==> src/rtl/fb_scanout.sv <==
// VGA scanout: raster counters, per-pixel framebuffer reads, and sync/blank alignment across the read latency.
// Optional: define FB_DOUBLE_BUFFER_EN to latch buf_sel once per frame and drive fb_rd_buf from it.
module fb_scanout #(
    parameter int H_ACTIVE   = 640,
    parameter int H_FP       = 16,
    parameter int H_SYNC     = 96,
    parameter int H_BP       = 48,
    parameter int V_ACTIVE   = 480,
    parameter int V_FP       = 10,
    parameter int V_SYNC     = 2,
    parameter int V_BP       = 33,
    parameter bit SYNC_POL   = 1'b0,
    parameter int RD_LATENCY = 2
) (
    input  logic       clk,
    input  logic       reset,
    output logic [9:0] fb_rd_x,
    output logic [9:0] fb_rd_y,
    output logic       fb_re,
    output logic       fb_rd_buf,
    input  logic [3:0] fb_rd_data,
    input  logic       buf_sel,
    output logic       hsync,
    output logic       vsync,
    output logic       blank,
    output logic [3:0] pixel,
    output logic       frame_done
);

    localparam int H_TOTAL = H_ACTIVE + H_FP + H_SYNC + H_BP;
    localparam int V_TOTAL = V_ACTIVE + V_FP + V_SYNC + V_BP;

    localparam logic [9:0] H_LAST   = 10'(H_TOTAL - 1);
    localparam logic [9:0] V_LAST   = 10'(V_TOTAL - 1);
    localparam logic [9:0] H_ACT    = 10'(H_ACTIVE);
    localparam logic [9:0] V_ACT    = 10'(V_ACTIVE);
    localparam logic [9:0] HS_START = 10'(H_ACTIVE + H_FP);
    localparam logic [9:0] HS_END   = 10'(H_ACTIVE + H_FP + H_SYNC);
    localparam logic [9:0] VS_START = 10'(V_ACTIVE + V_FP);
    localparam logic [9:0] VS_END   = 10'(V_ACTIVE + V_FP + V_SYNC);

    typedef struct packed {
        logic hs;
        logic vs;
        logic blank;
    } align_t;

    localparam align_t IDLE = '{hs: ~SYNC_POL, vs: ~SYNC_POL, blank: 1'b1};

    logic [9:0] h_cnt, v_cnt;
    logic       active;
    align_t     raw;
    align_t     pipe [RD_LATENCY];

    // NOTE: sequential state is updated with <= so every register samples pre-edge values.
    always_ff @(posedge clk) begin
        if (reset) begin
            h_cnt <= '0;
            v_cnt <= '0;
        end else if (h_cnt == H_LAST) begin
            h_cnt <= '0;
            v_cnt <= (v_cnt == V_LAST) ? 10'd0 : v_cnt + 10'd1;
        end else begin
            h_cnt <= h_cnt + 10'd1;
        end
    end

    // NOTE: continuous assigns cannot infer latches; every combinational output is fully specified here.
    assign active     = (h_cnt < H_ACT) && (v_cnt < V_ACT);
    assign fb_re      = active && !reset;
    assign fb_rd_x    = fb_re ? h_cnt : 10'd0;
    assign fb_rd_y    = fb_re ? v_cnt : 10'd0;
    assign frame_done = !reset && (h_cnt == 10'd0) && (v_cnt == V_ACT);

    assign raw.hs    = ((h_cnt >= HS_START) && (h_cnt < HS_END)) ? SYNC_POL : ~SYNC_POL;
    assign raw.vs    = ((v_cnt >= VS_START) && (v_cnt < VS_END)) ? SYNC_POL : ~SYNC_POL;
    assign raw.blank = ~active;

    // NOTE: the alignment stages are reset explicitly; their idle value is what the monitor sees after reset.
    always_ff @(posedge clk) begin
        if (reset) begin
            for (int i = 0; i < RD_LATENCY; i++) pipe[i] <= IDLE;
        end else begin
            pipe[0] <= raw;
            for (int i = 1; i < RD_LATENCY; i++) pipe[i] <= pipe[i-1];
        end
    end

    // The last stage lines up with the RAM return, so the data is masked by that stage's blank.
    assign hsync = pipe[RD_LATENCY-1].hs;
    assign vsync = pipe[RD_LATENCY-1].vs;
    assign blank = pipe[RD_LATENCY-1].blank;
    assign pixel = blank ? 4'h0 : fb_rd_data;

`ifdef FB_DOUBLE_BUFFER_EN
    logic disp_buf;

    // Sampled on the final clock of a frame so the displayed buffer never switches mid-frame.
    always_ff @(posedge clk) begin
        if (reset)
            disp_buf <= 1'b0;
        else if ((h_cnt == H_LAST) && (v_cnt == V_LAST))
            disp_buf <= buf_sel;
    end

    assign fb_rd_buf = disp_buf && !reset;
`else
    logic unused_buf_sel;
    assign unused_buf_sel = buf_sel;
    assign fb_rd_buf      = 1'b0;
`endif

endmodule

==> config.mk <==
export PLATFORM = sky130hd
export DESIGN_NAME = fb_scanout
export DESIGN_NICKNAME = d
export VERILOG_FILES = /design/src/rtl/fb_scanout.sv
export SDC_FILE = /design/constraint.sdc
export NUM_CORES = 1
export LEC_CHECK = 0
export BUFFER_PORTS_ARGS = -buffer_cell sky130_fd_sc_hd__buf_2
export CORE_UTILIZATION = 55
export CTS_BUF_LIST = sky130_fd_sc_hd__clkbuf_16
export DETAILED_ROUTE_END_ITERATION = 10
export PLACE_DENSITY = 0.82
export RECOVER_POWER = 50
export SYNTH_ARGS = -nofsm -noshare
export SYNTH_HDL_FRONTEND = slang
export SYNTH_SLANG_ARGS = --single-unit
==> constraint.sdc <==
create_clock -name clk -period 3.1 [get_ports clk]
set_input_delay 0 -clock clk [delete_from_list [all_inputs] [get_ports clk]]
set_output_delay 0 -clock clk [all_outputs]
set_load 0.01 [all_outputs]
# Yosys cells after proc, flatten, opt, wreduce, memory -nomap -nowiden
# Memory sizes are Yosys's and may differ from the RTL's.
# Index checks and enable logic that the tools add are counted.
[classes] addsub=2 bitwise_logic=3 n_shift=0 magnitude_cmp=6 reduce_logical=9 mul=0 mux=11 eq_ne=3 div=0
[ops] cell="two-way mux 10 bit" n=3
[ops] cell="adder 10 x 1 -> 10 bit (second input constant)" n=2
[ops] cell="equality test 10 bit (second input constant)" n=2
[ops] cell="< comparator 10 bit (second input constant)" n=2
[ops] cell="< comparator 10 x 9 -> 1 bit (second input constant)" n=2
[ops] cell="equality test 10 x 9 -> 1 bit (second input constant)" n=1
[ops] cell=">= comparator 10 bit (second input constant)" n=1
[ops] cell=">= comparator 10 x 9 -> 1 bit (second input constant)" n=1
[ops] cell="logical NOT 10 bit" n=1
[ops] cell="logical AND 1 bit" n=6
[ops] cell="two-way mux 3 bit" n=2
[ops] cell="two-way mux 1 bit" n=5
[ops] cell="two-way mux 4 bit" n=1
[ops] cell="OR 1 bit" n=2
[ops] cell="OR reduction 2 bit" n=1
[ops] cell="logical NOT 1 bit" n=1
[ops] cell="NOT 1 bit" n=1
[word_totals] inputBits=7 latchBits=0 reg_bits=20 mem_bits_ro=0 mem_bits_rw=6 word_cells=37 output_inout_bits=30 memories=1
[memory_table] memory="pipe" words=2 word_bits=3 read_ports=2 rd_clocked_by_memory_dff=0 wr=2 line="53" source="align_t pipe [RD_LATENCY];"

# Depth between registers and ports, before layout
[depth] word_depth=4 depth_mapped=6

# Least setup slack after synthesis
# Ideal clock, no wire load.
[synth_timing] path_kind="reg-to-reg" start="register h_cnt[0]" end="register v_cnt[8]" setup_time_ns=0.067 arrival_time_ns=1.520 stages_incl_launch_ff=6 n_path_buf=0 path_slack_ns=1.514 path_cell_list="dfxtp_1 ha_1 and4_4 nand4_4 or4_4 a21oi_2"
[synth_between] elab_chain_len=1
[synth_lines] item="start: declaration" line="50" source="logic [9:0] h_cnt, v_cnt;"
[synth_lines] item="start signal: assignment" line="64" source="h_cnt <= h_cnt + 10'd1;"
[synth_lines] item="equality test 10 bit" line="60" source="end else if (h_cnt == H_LAST) begin"
[synth_lines] item="end signal: assignment" line="62" source="v_cnt <= (v_cnt == V_LAST) ? 10'd0 : v_cnt + 10'd1;"
[synth_lines] item="end: declaration" line="50"
# No other way between the ends.
# A chain may end at the register's enable or synchronous reset.

# Worst setup path after layout
[layout_timing] start="register h_cnt[0]" end="register v_cnt[1]"
# The elaborated chain is that of the path after synthesis.

==> impl_metrics.json <==
{
  "outcome": "completed",
  "hold_viol_final": 0,
  "place_congestion": 0.842,
  "clkPwrFrac": 0.495,
  "fin_tns_setup_ns": 0,
  "final_common_cell": "dfxtp_1",
  "num_vias": 1237,
  "crit_path_max_fanout": 8,
  "pre_cts_slack_ns": 1.28,
  "drtAntennaViolNets": 0,
  "antenna_found_initial": 0,
  "yosysSeqAreaShare": 0.368,
  "fmax_ghz": 0.521,
  "dp_cells": 219,
  "area_delta_synth_final_pct": 16.7,
  "min_period_ns": 1.92,
  "yosys-top-cells-area": "dfxtp_1 37%, nor2_1 6.6%, and2_1 5.8%",
  "synth_area_leader_cell": "dfxtp_1",
  "insertedDiodeCount": 0,
  "routed_wl_mm": 3.10,
  "final_area_um2": 1650,
  "critPathRequiredTime_ns": 3.24,
  "start_kind": "flop",
  "worstPathArrival_ns": 2.06,
  "power_switching_share": 0.193,
  "dieArea_um2": 2780,
  "clk_latency_ns": 0.26,
  "cts.path.max_buffers": 2,
  "core_area_um2": 2450,
  "post_layout_nonfiller_instances": 223,
  "maxCapViolations": 0,
  "final_cell_mix": "26 x dfxtp_1, 25 x nor2_1, 17 x clkbuf_1",
  "rows": 18,
  "layout-drive-gt1-share": 0.161,
  "cts_hold_buf": 0,
  "grt_start_max_net_pins": 17,
  "internal_power_mw": 0.609,
  "synth_cells": 164,
  "power.leakage_nw": 0.658,
  "syn_area_um2": 1410,
  "finalPower_mw": 0.755,
  "cp-end-kind": "flop",
  "start_util": 0.575,
  "p_sw_mw": 0.146,
  "slew_viol_final": 0,
  "clk_pin_slew_ns": 0.07,
  "cts_root_buf": "clkbuf_16",
  "fin_nets": 205,
  "synth.distinct_cells": 43,
  "tightest_slew_ns": 0.503,
  "cts_setup_buffers": 0,
  "io_buffers": 33,
  "path_class": "reg2reg",
  "clock_skew_ns": 0.00399,
  "power_frac_comb": 0.049,
  "irDropWorstVdd_v": 0.000332,
  "final.fill_count": 216,
  "finalCritPeriodShare": 0.619,
  "wl_per_cell_um": 13.9,
  "rsz0062_at_grt": "false",
  "grt_usage": 0.233,
  "hold_path.class": "in2reg",
  "syn-mean-instance-area_um2": 8.61,
  "die_w_um": 52.7,
  "synth-edff-count": 0,
  "layout_setup_ws_ns": 1.18,
  "grt_pass1_vias": 1059,
  "placed_area_um2": 1570,
  "vias_per_cell": 5.55,
  "h-tree-depth": 1,
  "drtIter0Drc": 31,
  "numCtsBuffers": 3,
  "synth-seq-cells": 26,
  "cts-resized-gates": 0,
  "synth-async-reset-ratio": 0,
  "cts_tree": "done",
  "relSlewSlack": 0.665,
  "yosysTopAreaCellShare": 0.368,
  "yosysWarningCount": 0,
  "die_h_um": 52.7,
  "p_per_area_nw_per_um2": 458,
  "first_pass_iters": 4,
  "pwr-share-seq": 0.456,
  "route.detailed.drc": 0,
  "grt-ovfl-total": 0,
  "setup-violations-final": 0,
  "post-dp-hpwl_mm": 2.24,
  "clock_sinks": 26,
  "io_pins": 37,
  "dominantRegCellSynth": "dfxtp_1",
  "grt_pass1_wl_mm": 4.78
}
power by group through the flow:
stage               registers (mW)  logic [mW]  clock network (mW)
floorplan                    0.350      0.0269                   0
global placement             0.351      0.0352                   0
detailed placement           0.352      0.0373                   0
CTS                          0.344      0.0378               0.379
global route                 0.344      0.0410               0.392
finish                       0.344      0.0373               0.373
metrics by stage:
stage,hold slack (ns),util
2_1_floorplan,0.107,-
3_3_place_gp,0.297,0.639
3_5_place_dp,0.296,0.639
4_1_cts,0.0630,0.681
5_1_grt,0.0748,0.672
6_report,0.0646,0.672
flip-flops by register name (all words and copies together) (netlist names):
register  cells
h_cnt        10
v_cnt        10
pipe          6
critical path, stage by stage (launching register included):
cell and delay [ns]:
dfxtp_1 0.39, ha_1 0.26, and4_1 0.35, nand3_1 0.27, o21bai_2 0.43, nor2_1 0.09
Yosys cell counts, drive strengths merged, types with 2 or more instances:
library cell  instances
inv                   8
nor2b                 4
ha                    4
nor3                  5
nand2                 4
nor4bb                3
xnor2                 8
clkbuf                5
and3                  2
nand3                 7
nor4                  3
nand4bb               2
and4                  2
nor2                 26
dfxtp                26
nand4                 9
or2                   3
o21ai                 3
a21oi                 4
and2                 14
buf                   4
xor2                  5
mux2i                 2
or3                   2
worst paths after layout:
path              start  slack, ns  cells past startpoint         end
min reg2reg  pipe[0][1]       0.41                      1  pipe[0][4]
max reg2reg    h_cnt[0]       1.18                      5    v_cnt[1]
max            h_cnt[0]       1.18                      5    v_cnt[1]
min               reset       0.06                      2    h_cnt[6]
cell type report:
class | count | area, µm² | area share
Multi-Input combinational cell | 122 | 812 | 0.492
Sequential cell | 26 | 520 | 0.316
Timing Repair Buffer | 33 | 144 | 0.0873
Clock buffer | 3 | 75.1 | 0.0455
Tap cell | 30 | 37.5 | 0.0228
Clock inverter | 1 | 30.0 | 0.0182
Inverter | 8 | 30.0 | 0.0182
cells by family after synthesis:
logic type,count (synthesis),share of synthesized area
xor+xnor,13,0.0806
buf+inv,17,0.0576
compound gates,10,0.0461
mux,2,0.0142
flops,26,0.368
fa+ha+maj,4,0.0354
simple gates,91,0.395
other cells,1,0.00265
routing by layer:
metal,part of all wire,GRT usage
met1,0.43,0.286
met4,0.016,0.118
met2,0.51,0.388
met3,0.042,0.0377
met5,0,0
Note: power is estimated with default switching activity, not from simulation.
